### config.mk
export PLATFORM = sky130hd
export DESIGN_NAME = id_ex_operand_stage
export DESIGN_NICKNAME = d
export VERILOG_FILES = /design/src/rtl/id_ex_operand_stage.sv
export SDC_FILE = /design/constraint.sdc
export NUM_CORES = 1
export LEC_CHECK = 0
export ABC_AREA = 1
export ABC_CLOCK_PERIOD_IN_PS = 4100
export CAP_MARGIN = 15
export CORE_MARGIN = 2
export CORE_UTILIZATION = 45
export DETAILED_ROUTE_END_ITERATION = 10
export DONT_BUFFER_PORTS = 1
export SETUP_SLACK_MARGIN = 0.02
export SYNTH_ARGS = -nofsm -noshare
export SYNTH_HDL_FRONTEND = slang
export SYNTH_SLANG_ARGS = --single-unit
### constraint.sdc
create_clock -name clk -period 4.1 [get_ports clk]
set_clock_uncertainty 0.15 [all_clocks]
set_input_delay 0 -clock clk [delete_from_list [all_inputs] [get_ports clk]]
set_output_delay 0 -clock clk [all_outputs]
set_load 0.02 [all_outputs]
### src/rtl/id_ex_operand_stage.sv
// ID/EX pipeline register with EX-stage operand forwarding.
// Captures decoded operands/control from decode, resolves RAW hazards against
// EX/MEM and MEM/WB writers, and drives the ALU operand buses, the ALU control
// code, the forwarded store data and the pass-through control to EX/MEM.
module id_ex_operand_stage #(
    parameter int DW = 32,
    parameter int RW = 5
) (
    input  logic          clk,
    input  logic          rst_n,
    input  logic [DW-1:0] id_rs_data,
    input  logic [DW-1:0] id_rt_data,
    input  logic [DW-1:0] id_imm,
    input  logic [RW-1:0] id_rs,
    input  logic [RW-1:0] id_rt,
    input  logic [RW-1:0] id_wr,
    input  logic [3:0]    id_aluctrl,
    input  logic          id_alusrc,
    input  logic          id_azero,
    input  logic          id_regwrite,
    input  logic          id_memread,
    input  logic          id_memwrite,
    input  logic          id_memtoreg,
    input  logic          hold,
    input  logic          bubble,
    input  logic          flush,
    input  logic [RW-1:0] exm_wr,
    input  logic          exm_regwrite,
    input  logic [DW-1:0] exm_result,
    input  logic [RW-1:0] wb_wr,
    input  logic          wb_regwrite,
    input  logic [DW-1:0] wb_data,
    output logic [DW-1:0] alu_op_a,
    output logic [DW-1:0] alu_op_b,
    output logic [3:0]    alu_ctrl,
    output logic [DW-1:0] ex_store_data,
    output logic [RW-1:0] ex_wr,
    output logic          ex_regwrite,
    output logic          ex_memread,
    output logic          ex_memwrite,
    output logic          ex_memtoreg,
    output logic [1:0]    ex_fwd_a,
    output logic [1:0]    ex_fwd_b
);

    // addu encodes as all-zero, so a cleared stage is a harmless NOP
    localparam logic [3:0] ALUOP_ADDU = 4'b0000;
    localparam logic [1:0] FWD_REG    = 2'b00;
    localparam logic [1:0] FWD_WB     = 2'b01;
    localparam logic [1:0] FWD_EXM    = 2'b10;

    logic [DW-1:0] rs_data_r;
    logic [DW-1:0] rt_data_r;
    logic [DW-1:0] imm_r;
    logic [RW-1:0] rs_r;
    logic [RW-1:0] rt_r;
    logic [RW-1:0] wr_r;
    logic [3:0]    aluctrl_r;
    logic          alusrc_r;
    logic          azero_r;
    logic          regwrite_r;
    logic          memread_r;
    logic          memwrite_r;
    logic          memtoreg_r;

    logic [1:0]    fwd_a_sel_s;
    logic [1:0]    fwd_b_sel_s;
    logic [DW-1:0] fwd_a_data_s;
    logic [DW-1:0] fwd_b_data_s;

    // Pick the youngest in-flight writer of src; register 0 is never forwarded.
    function automatic logic [1:0] fwd_select(
        input logic [RW-1:0] src,
        input logic [RW-1:0] e_wr,
        input logic          e_we,
        input logic [RW-1:0] w_wr,
        input logic          w_we
    );
        logic [1:0] sel;
        if (e_we && (e_wr != {RW{1'b0}}) && (e_wr == src)) begin
            sel = FWD_EXM;
        end else if (w_we && (w_wr != {RW{1'b0}}) && (w_wr == src)) begin
            sel = FWD_WB;
        end else begin
            sel = FWD_REG;
        end
        return sel;
    endfunction

    // Stage register: flush beats hold, hold beats bubble, bubble beats load.
    always_ff @(posedge clk or negedge rst_n) begin
        if (!rst_n) begin
            rs_data_r  <= {DW{1'b0}};
            rt_data_r  <= {DW{1'b0}};
            imm_r      <= {DW{1'b0}};
            rs_r       <= {RW{1'b0}};
            rt_r       <= {RW{1'b0}};
            wr_r       <= {RW{1'b0}};
            aluctrl_r  <= ALUOP_ADDU;
            alusrc_r   <= 1'b0;
            azero_r    <= 1'b0;
            regwrite_r <= 1'b0;
            memread_r  <= 1'b0;
            memwrite_r <= 1'b0;
            memtoreg_r <= 1'b0;
        end else if (flush || (bubble && !hold)) begin
            rs_data_r  <= {DW{1'b0}};
            rt_data_r  <= {DW{1'b0}};
            imm_r      <= {DW{1'b0}};
            rs_r       <= {RW{1'b0}};
            rt_r       <= {RW{1'b0}};
            wr_r       <= {RW{1'b0}};
            aluctrl_r  <= ALUOP_ADDU;
            alusrc_r   <= 1'b0;
            azero_r    <= 1'b0;
            regwrite_r <= 1'b0;
            memread_r  <= 1'b0;
            memwrite_r <= 1'b0;
            memtoreg_r <= 1'b0;
        end else if (hold) begin
            rs_data_r  <= rs_data_r;
            rt_data_r  <= rt_data_r;
            imm_r      <= imm_r;
            rs_r       <= rs_r;
            rt_r       <= rt_r;
            wr_r       <= wr_r;
            aluctrl_r  <= aluctrl_r;
            alusrc_r   <= alusrc_r;
            azero_r    <= azero_r;
            regwrite_r <= regwrite_r;
            memread_r  <= memread_r;
            memwrite_r <= memwrite_r;
            memtoreg_r <= memtoreg_r;
        end else begin
            rs_data_r  <= id_rs_data;
            rt_data_r  <= id_rt_data;
            imm_r      <= id_imm;
            rs_r       <= id_rs;
            rt_r       <= id_rt;
            wr_r       <= id_wr;
            aluctrl_r  <= id_aluctrl;
            alusrc_r   <= id_alusrc;
            azero_r    <= id_azero;
            regwrite_r <= id_regwrite;
            memread_r  <= id_memread;
            memwrite_r <= id_memwrite;
            memtoreg_r <= id_memtoreg;
        end
    end

    // Forwarding muxes track the live EX/MEM and MEM/WB buses, also while held.
    always_comb begin
        fwd_a_sel_s = fwd_select(rs_r, exm_wr, exm_regwrite, wb_wr, wb_regwrite);
        fwd_b_sel_s = fwd_select(rt_r, exm_wr, exm_regwrite, wb_wr, wb_regwrite);
        case (fwd_a_sel_s)
            FWD_EXM: fwd_a_data_s = exm_result;
            FWD_WB:  fwd_a_data_s = wb_data;
            default: fwd_a_data_s = rs_data_r;
        endcase
        case (fwd_b_sel_s)
            FWD_EXM: fwd_b_data_s = exm_result;
            FWD_WB:  fwd_b_data_s = wb_data;
            default: fwd_b_data_s = rt_data_r;
        endcase
    end

    // Operand overrides (lui zero, immediate); the debug selects report 00 when overridden.
    always_comb begin
        if (azero_r) begin
            alu_op_a = {DW{1'b0}};
            ex_fwd_a = FWD_REG;
        end else begin
            alu_op_a = fwd_a_data_s;
            ex_fwd_a = fwd_a_sel_s;
        end
        if (alusrc_r) begin
            alu_op_b = imm_r;
            ex_fwd_b = FWD_REG;
        end else begin
            alu_op_b = fwd_b_data_s;
            ex_fwd_b = fwd_b_sel_s;
        end
        // store data is taken ahead of the immediate mux so sw stores the newest rt
        ex_store_data = fwd_b_data_s;
    end

    assign alu_ctrl    = aluctrl_r;
    assign ex_wr       = wr_r;
    assign ex_regwrite = regwrite_r;
    assign ex_memread  = memread_r;
    assign ex_memwrite = memwrite_r;
    assign ex_memtoreg = memtoreg_r;

endmodule
# Word level (Yosys, flattened, before mapping)
# Cells that the tools add are included.
# totals
ff_bits	121
latch_bits	0
mem_bits_rw	0
rom_bits	0
input_bits	202
output_inout_bits	113
word_cells	69
memories	0
# classes
addsub	0
n_mul	0
n_div	0
n_lt_le_gt_ge	0
eq_ne	9
n_shift	0
mux	36
bitwise	0
reduce_logical	11
# op_table
op	count
two-way mux 32 bit	8
one-hot mux 32 bit (2 select lines)	2
two-way mux 5 bit	6
== test 5 bit	4
two-way mux 1 bit	14
nonzero test 5 bit	2
two-way mux 2 bit	4
two-way mux 4 bit	2
logical AND 1 bit	7
== test 2 x 1 -> 1 bit, second input constant	2
== test 2 bit, second input constant	2
inequality test 2 x 1 -> 1 bit, second input constant	1
zero test 1 bit	1
logical OR 1 bit	1

# Depth between registers and ports, before layout
# Gate-level depths: netlist of the first run.
# depth
ltp_word	8
mapped_depth	12
ltp_nobuf	10

# Least setup slack after synthesis of the first run
# Ideal clock, no wire load.
# synth_timing
path_kind	register -> output
from	register rt_r[4]
to	output alu_op_b[13]
t_arrival_ps	1638
required_time_ps	3950
setup_slack_ps	2312
stages_incl_launch_ff	10
path_buffers	2
path_cell_list	dfrtp_1 -> xor2_1 -> nor2_2 -> nand3_2 -> buf_6 -> buf_6 -> nand3_1 -> nand3_1 -> nand2_1 -> nand2_1
# synth_via
elab_chain_cells	7
word_cells_on_any_way	10
cone_classes	4 x eq/ne; 4 x mux; 2 x reduce/logical
# synth_rtl
element	line	rtl
start, declared	56	logic [RW-1:0] rt_r;
start signal, assigned	97	rt_r <= {RW{1'b0}};
start signal, assigned	111	rt_r <= {RW{1'b0}};
start signal, assigned	125	rt_r <= rt_r;
== test 5 bit	82	end else if (w_we && (w_wr != {RW{1'b0}}) && (w_wr == src)) begin
logical AND 1 bit	82	
two-way mux 1 bit	82	
two-way mux 2 bit (*)	80	if (e_we && (e_wr != {RW{1'b0}}) && (e_wr == src)) begin
== test 2 x 1 -> 1 bit / == test 2 bit (equally long branches)	160	case (fwd_b_sel_s)
one-hot mux 32 bit (2 select lines) (*)	160	
net ex_store_data[13]	36	output logic [DW-1:0] ex_store_data,
two-way mux 32 bit (*)	176	if (alusrc_r) begin
end, declared	34	output logic [DW-1:0] alu_op_b,
# The timed path passes the listed nets; every way through them passes the cells marked *.

# Final worst setup path of the first run
# layout_timing
from	input hold
to	register rt_data_r[30]
# layout_via
elab_chain_cells	4
word_cells_on_any_way	5
cone_classes	1 x eq/ne; 1 x mux; 3 x reduce/logical
# layout_rtl
element	line	rtl
start, declared	24	input logic hold,
zero test 1 bit	106	end else if (flush || (bubble && !hold)) begin
logical AND 1 bit	106	
logical OR 1 bit	106	
inequality test 2 x 1 -> 1 bit (no source line) / two-way mux 32 bit (equally long branches)	n/a	
end signal, assigned	108	rt_data_r <= {DW{1'b0}};
end signal, assigned	122	rt_data_r <= rt_data_r;
end signal, assigned	136	rt_data_r <= id_rt_data;
end, declared	53	logic [DW-1:0] rt_data_r;
# Several ways; a longest one is shown, not always the timed one.
# A chain may end at the register's enable or synchronous reset.

==> metrics.txt, run 1 <==
worst skew pair latency approximately 0.42 ns; worst reg2reg setup slack 1.20 ns; Startpoint Class input port; Max Root-Sink Buffers 2; Yosys reg bits around 120; Tightest Hold Check Type in -> async; highest routed layer met4; Critical Path Source hold; register clock-pin slew on the reported worst setup and hold paths roughly 0.06 ns; most frequent cells in the layout nand3_1 (336), nand2_1 (304), dlygate4sd3_1 (239); Max-slew headroom about a fifth; WP buf/inv 5; Final Max Tran Viols 0; first-pass GRT wire length about 47,000 um; drt first-iter violations roughly 870; Worst VDD drop 285 uV; crit-path max FO approximately 190; most frequent CP cell dlygate4sd3_1; vias between 8,000 and 9,000; hpwl dp 19,100 um; Multi-input gate area around 3800 um^2; outcome complete, no violations; DR pass1 iterations 6; clock sinks roughly 120; critical path's largest stage delay 1.04 ns; CP required about 4.3 ns; top-area cell type share of the netlist area roughly two fifths; sequence of cells on the critical path dlygate4sd3_1 -> inv_4 -> a21oi_4 -> buf_12 -> nand3_1 -> dlygate4sd3_1 -> nand2_1 -> dlygate4sd3_1; CTS H-Tree Depth 4; post-synthesis sequential area ratio 39.8%; # IOs around 320; RSZ-0062 raised after global routing false; ant diodes 0; Initial Util between 40 and 50%; WL met2 13,900 um; gr usage total ~34%; Yosys cell types 25; fillcell total approximately 1,500; CP delay by family, top buffers and inverters; # port buffers 0; residual DRC count 0; slowest cell on the critical path dlygate4sd3_1; Max Clock Freq 257 MHz; area delta synth->final 40.6%; layout net count between 1,500 and 2,000; gpl congestion between 0.9 and 1; CTS root buf clkbuf_16; CTS tree yes; Critical Path End Type register; setup_tns 0 ns; vias per cell between 5 and 6; fraction of layout cells with a size suffix above 1 roughly 6%; die width 134 um; Worst Tran Pin Value between 1 and 1.5 ns; Synth warnings 0; Synth area leaders dfrtp_1 (40%), nand3_1 (22%), nand2_1 (15%); Post-Route M1 WL about 13,000 um; most common cell after layout, fill and taps aside nand3_1; Overflow after GRT 0; cells after synthesis around 1,100; antenna violations before repair 0; die footprint about 18,000 um^2; Mapped Nets about 1,300; pwr dens approximately 330 nW/um^2; FF/Latch Area between 3000 and 4000 um^2; Met3 Routed Length ~2700 um; post-CTS setup buffers 0; Num CTS Buffers 17; LEAKAGE between 0.005 and 0.006 uW; Setup CP Type in -> reg; core area ~17,000 um^2; # rows 47; Die H roughly 130 um; endpoints failing setup 0; fin crit period roughly 3.9 ns; Synth area leader dfrtp_1; cell area after synthesis 7620 um^2; vias in the first global route roughly 8,300; Final Hold Fails 0; Syn Area/Cell 6.85 um^2; Routed Antenna Nets 0; fin crit share between 90% and 100%; WL final about 31,000 um; routed len/inst roughly 20 um; Total Power between 3000 and 4000 uW; WP data arrival approximately 4 ns; Max-cap violations 0; reg-to-reg critical path startpoint azero_r$_DFFE_PN0P_; largest net degree at the start of global routing 190
[routing by layer]
metal  GRT usage [%]  vias up
met5               0        -
met4            11.3        0
met3            8.05       62
met2            51.8      452
met1            46.6     4078
li1                -     4073
[per-stage QoR]
step / instance area (um^2) / hold WS (ns) / worst slack (ns) / cells / utilization, %
final: 10700 / 0.0248 / 0.204 / 1535 / 64.6
after global routing: 10700 / 0.0352 / 0.0283 / 1535 / 64.6
after CTS: 10700 / 0.0297 / 0.417 / 1535 / 64.6
after detailed placement: 7670 / -0.442 / 0.886 / 1263 / 46.3
after global placement: 7670 / -0.443 / 0.996 / 1263 / 46.3
after floorplan: 7620 / -0.446 / 2.31 / 1112 / -
[layout make-up]
cell class | instances | share of cell area, %
Clock inverter | 14 | 1.74
Sequential cell | 121 | 28.3
Multi-Input combinational cell | 811 | 35.7
Tap cell | 220 | 2.57
Inverter | 80 | 2.83
Clock buffer | 18 | 4.01
Timing Repair Buffer | 271 | 24.9
[where the power goes]
group | internal [uW] | switching (uW) | total, uW
Sequential | 1250 | 44.1 | 1290
Combinational | 258 | 408 | 666
Clock | 973 | 621 | 1590
[registers in the layout, summed over array words and instances (netlist names)]
register,flops
alu_ctrl,4
alusrc_r,1
azero_r,1
ex_memread,1
ex_memtoreg,1
ex_memwrite,1
ex_regwrite,1
ex_wr,5
imm_r,32
rs_data_r,32
rs_r,5
rt_data_r,32
rt_r,5
[worst paths after layout]
| check | to | depth (start not counted) |
|---|---|---|
| min | rt_r[1]$_DFFE_PN0P_ | 2 |
| max | rt_data_r[30]$_DFFE_PN0P_ | 8 |
| min in group clk | alu_op_a[1] | 2 |
| max in group asynchronous | rt_data_r[22]$_DFFE_PN0P_ | 2 |
| max reg2reg | azero_r$_DFFE_PN0P_ | 2 |
| min reg2reg | rt_data_r[25]$_DFFE_PN0P_ | 2 |
[cell families after synthesis]
kind of cell	Yosys count	synth area share, %
and+or+nand+nor	756	45.7
AOI/OAI and AO/OA	41	2.74
xor gates and xnor gates	14	1.61
buffers and inverters	180	10.2
DFF	121	39.8
[Yosys cell counts (all sizes together)]
| master | number |
|---|---|
| clkinv | 1 |
| nor3 | 1 |
| nand2 | 305 |
| xor2 | 5 |
| nor2 | 46 |
| inv | 79 |
| dfrtp | 121 |
| o21ai | 39 |
| nand3b | 1 |
| xnor2 | 9 |
| nor2b | 1 |
| nand3 | 338 |
| clkbuf | 47 |
| buf | 53 |
| nand4 | 64 |
| a21oi | 2 |
[worst reg2reg max path: cells and delay by family, from the launching register on]
kind	cells	cell delay [ns]
AOI/OAI and AO/OA	1	0.45
buffers and inverters	1	1.13
DFF	1	1.06
[timing repair]
item | in CTS | in global routing
resized for setup | 0 | 0
endpoints found under the hold margin | 242 | 0
endpoints found under the setup margin | 0 | 0
hold buffers | 240 | 0
Power figures use the tool's default switching activity.
==> inputs of run 2 (changes only) <==
- RECOVER_POWER: unset -> 100
==> run 2 against run 1 <==
  * The flow now finishes with violations (max-capacitance violations, max-slew violations)
  * Maximum frequency grew 0.56%
  * Core utilization shrank 0.71 points
  * Critical endpoint unchanged
  * Critical path depth is the same
  * Critical path type unchanged
  * Via count grew 0.97%
  * Sequential share of layout area grew 0.31 points
  * Worst setup slack gained 0.022 ns
  * Hold slack gained 0.0048 ns
  * Global-route usage is the same
  * Total power shrank 0.28%
  * Combinational power shrank 3%
==> metrics.txt, run 2 (synthesis gave the netlist of run 1 again) <==
critical path's largest stage delay 1.03 ns; hpwl dp between 15,000 and 20,000 um; slowest cell on the critical path dlygate4sd3_1; LEAKAGE 0.00532 uW; CTS root buf clkbuf_16; post-CTS setup buffers 0; outcome finished, violations left; Routed Antenna Nets 0; CP delay by family, top buffers and inverters; WP buf/inv 5; most frequent cells in the layout nand3_1 (337), nand2_1 (305), dlygate4sd3_1 (239); antenna violations before repair 0; WL final around 30,000 um; endpoints failing setup 0; gpl congestion between 0.9 and 1; Worst VDD drop 288 uV; ant diodes 0; CP required roughly 4.3 ns; Max Clock Freq 258 MHz; most common cell after layout, fill and taps aside nand3_1; drt first-iter violations ~850; Max-slew headroom -110%; clock sinks 121; gr usage total between 30% and 40%; biggest regs imm_r: 32 flops, rs_data_r: 32 flops, rt_data_r: 32 flops; DR pass1 iterations 9; # port buffers 0; Final Hold Fails 0; fraction of layout cells with a size suffix above 1 4.03%; Max Root-Sink Buffers 2; layout net count between 1,500 and 2,000; failing checks max-capacitance violations, max-slew violations; fin crit period slightly below 4 ns; vias per cell 5.70; hold depth 2; # IOs between 300 and 400; area delta synth->final 39.0%; FF/Latch Area around 3000 um^2; cell count along the critical path 8; Die H between 100 and 150 um; largest net degree at the start of global routing between 150 and 200; first-pass GRT wire length between 40,000 and 50,000 um; worst skew pair latency roughly 0.42 ns; worst reg-to-reg path cell count 2; dpl ws 0.886 ns; vias in the first global route roughly 8,300; routed len/inst around 20 um; # rows between 40 and 50; residual DRC count 0; register clock-pin slew on the reported worst setup and hold paths 0.06 ns; Multi-input gate area 3810 um^2; Final Max Tran Viols 122; Max-cap violations 1; crit-path max FO roughly 190; vias ~8,700; fillcell total 1,512; cell area after layout ~11,000 um^2; WP data arrival 4.08 ns; most frequent CP cell dlygate4sd3_1; RSZ-0062 raised after global routing false; Inst Count DP about 1,300; CTS tree yes; Critical Path End Type register; Worst Tran Pin Value between 3 and 4 ns; Resized cells post-CTS 0; core area around 17,000 um^2; fin cells roughly 1,500; die width 134 um; sequence of cells on the critical path dlygate4sd3_1 -> inv_4 -> a21oi_4 -> buf_12 -> nand3_1 -> dlygate4sd3_1 -> nand2_1 -> dlygate4sd3_1; fin worst setup slack 0.225 ns; Setup CP Type in -> reg; pwr dens between 300 and 400 nW/um^2; Initial Util 45.9%; Num CTS Buffers 17; CTS H-Tree Depth 4; Tightest Hold Check Type in -> out; fin crit share between 90% and 100%; setup_tns 0 ns; placed cell area around 7700 um^2; die footprint about 18,000 um^2; Overflow after GRT 0; Startpoint Class input port; Total Power around 3500 uW
-- run 2: what timing repair did --
action	in CTS	in global routing
setup endpoints to repair	0	0
endpoints found under the hold margin	242	0
hold buffers	240	0
-- run 2: worst paths after layout --
path	start	end	slack, ns
max	hold	rt_data_r[30]$_DFFE_PN0P_	0.23
min	wb_data[1]	alu_op_a[1]	0.03
max reg2reg	azero_r$_DFFE_PN0P_	azero_r$_DFFE_PN0P_	1.21
min reg2reg	imm_r[7]$_DFFE_PN0P_	imm_r[7]$_DFFE_PN0P_	0.36
max in group asynchronous	rst_n	rt_data_r[22]$_DFFE_PN0P_	0.93
min in group asynchronous	rst_n	rt_r[1]$_DFFE_PN0P_	0.96
-- run 2: through the flow --
step	utilization (%)	hold slack, ns
floorplan	-	-0.446
global placement	46.3	-0.443
detailed placement	46.3	-0.442
CTS	64.6	0.0297
global route	63.9	0.0352
finish	63.9	0.0296
-- run 2: per-layer routing --
metal	GRT usage, %	wire [um]	up-vias
li1	-	-	4079
met4	11.3	885	0
met1	46.6	13200	4117
met2	51.8	13900	482
met5	0	0	-
met3	8.05	2770	71
-- run 2: area by class of cell --
cell class,instances,area share [%]
Timing Repair Buffer,271,24.1
Clock inverter,14,1.76
Multi-Input combinational cell,811,36.0
Inverter,80,2.86
Sequential cell,121,28.6
Tap cell,220,2.60
Clock buffer,18,4.05
-- run 2: where the power goes --
group | switching, uW | internal [uW] | total (uW)
logic | 407 | 243 | 649
clock network | 627 | 973 | 1600
registers | 44.2 | 1250 | 1300
total | 1080 | 2470 | 3540
==> inputs of run 3 (changes only) <==
- CORE_MARGIN: 2 -> unset
==> run 3 against run 2 <==
  * The flow still finishes with violations (max-capacitance violations, max-slew violations)
  * Largest cell class unchanged
  * Sequential power hardly changed
  * Non-clock buffer count down 1
  * Combinational power is essentially flat
  * Sequential cell count unchanged
  * Via count grew 0.10%
  * Die area down 3.0%
  * Core utilization hardly changed
  * Maximum frequency is 1.8% higher
==> metrics.txt, run 3 (synthesis gave the netlist of run 1 again) <==
min-delay src wb_data[25]; Final Hold Fails 0; vias in the first global route ~8,400; Post-Route M1 WL between 10,000 and 15,000 um; vias 8,758; RR Endpoint alusrc_r$_DFFE_PN0P_; die footprint between 15,000 and 20,000 um^2; worst skew pair latency 0.43 ns; Die H ~130 um; # rows 47; vias per cell around 5.7; worst reg-to-reg path cell count 4; LEAKAGE 0.00531 uW; routed len/inst around 20 um; final core occ around 64%; Max Root-Sink Buffers 2; core area about 17,000 um^2; Initial Util about 46%; sequence of cells on the critical path dlygate4sd3_1 -> inv_4 -> a21oi_4 -> dlygate4sd3_1 -> nand2_1 -> clkbuf_1 -> o21ai_0 -> dlygate4sd3_1; Worst Tran Pin Value 3.15 ns; WP buf/inv 5; crit-path max FO 81; failing checks max-capacitance violations, max-slew violations; biggest regs imm_r: 32 flops, rs_data_r: 32 flops, rt_data_r: 32 flops; largest net degree at the start of global routing approximately 200; CP required around 4.3 ns; cell area after layout about 11,000 um^2; # port buffers 0; fin crit period about 3.8 ns; most frequent cells in the layout nand3_1 (337), nand2_1 (304), dlygate4sd3_1 (238); WL met2 13,800 um; critical path's largest stage delay approximately 1.2 ns; clock sinks 121; hpwl dp roughly 19,000 um; most frequent CP cell dlygate4sd3_1; # IOs roughly 320; CTS root buf clkbuf_16; drt first-iter violations around 930; gpl congestion 0.963; Max Clock Freq 263 MHz; Max-slew headroom -110%; Worst VDD drop roughly 300 uV; hold depth 2; Startpoint Class input port; WL final between 30,000 and 40,000 um; fin crit share 92.8%; Max-cap violations 2; placed cell area ~7700 um^2; pwr dens ~330 nW/um^2; residual DRC count 0; setup_tns 0 ns; DR pass1 iterations 6; slowest cell on the critical path clkbuf_1; Overflow after GRT 0; reg-to-reg critical path startpoint alusrc_r$_DFFE_PN0P_; antenna violations before repair 0; register clock-pin slew on the reported worst setup and hold paths around 0.06 ns; CTS tree yes; Critical Path End Type register; most common cell after layout, fill and taps aside nand3_1; Routed Antenna Nets 0; Final Max Tran Viols about 160; area delta synth->final 38.5%; layout net count ~1,500; CP delay by family, top buffers and inverters; outcome finished, violations left; highest routed layer met4; CTS H-Tree Depth 4; gr usage total about a third; WP data arrival between 3 and 4 ns; worst reg2reg setup slack ~1.1 ns; Num CTS Buffers 17; RSZ-0062 raised after global routing false; die width between 100 and 150 um; Setup CP Type in -> reg; ant diodes 0; endpoints failing setup 0; first-pass GRT wire length about 47,000 um; fraction of layout cells with a size suffix above 1 3.96%; Hold Path Sink alu_op_a[25]; Tightest Hold Check Type in -> out; Met3 Routed Length 2730 um
==> run 3: cell count changes in the layout (fill, tap and decap cells not counted), sizes merged, moves of 2 or more <==
cell      before  now
clkinv         4    1
bufinv         3    1
clkbuf        43   45
clkinvlp       2    4
inv           85   87
==> run 3: metal layers <==
metal	vias up	track usage, %
met5	-	0
met3	65	8.15
met1	4133	49.4
met4	0	11.2
li1	4066	-
met2	494	52.9
==> run 3: power breakdown <==
part / switching, uW / internal, uW / leakage (uW)
logic: 407 / 243 / 0.00341
registers: 45.1 / 1250 / 0.00163
clock network: 619 / 869 / 0.000272
total: 1070 / 2360 / 0.00531
==> run 3: per-stage QoR <==
step                      instances  setup WS [ns]  hold slack [ns]  total power, uW
after floorplan                1112           2.31           -0.446             1670
after global placement         1263          0.944           -0.442             1760
after detailed placement       1263          0.841           -0.441             1770
after CTS                      1534          0.400           0.0279             3450
after global routing           1534         0.0878           0.0322             3560
final                          1534          0.293           0.0281             3430
==> run 3: area by class of cell <==
cell class,instances,area (um^2)
fill,1491,5970
timing repair buffer,270,2550
clock buffer,19,443
clock inverter,13,135
inverter,80,303
sequential,121,3030
multi-input combinational,811,3810
tap,220,275
==> run 3: worst max path at each step <==
stage | from | endpoint | slack (ns) | cells past startpoint
finish | hold | rs_data_r[11]$_DFFE_PN0P_ | 0.29 | 8
global route | rt_r[1]$_DFFE_PN0P_ | alu_op_b[11] | 0.09 | 12
CTS | azero_r$_DFFE_PN0P_ | alu_op_a[6] | 0.40 | 5
detailed placement | azero_r$_DFFE_PN0P_ | alu_op_a[6] | 0.84 | 5
global placement | azero_r$_DFFE_PN0P_ | alu_op_a[30] | 0.94 | 5
floorplan | rt_r[4]$_DFFE_PN0P_ | alu_op_b[13] | 2.31 | 9
==> run 3: repair_timing <==
action / CTS / global route
setup buffers: 0 / 0
resized for setup: 0 / 0
hold buffers: 239 / 0
hold endpoints to repair: 242 / 0
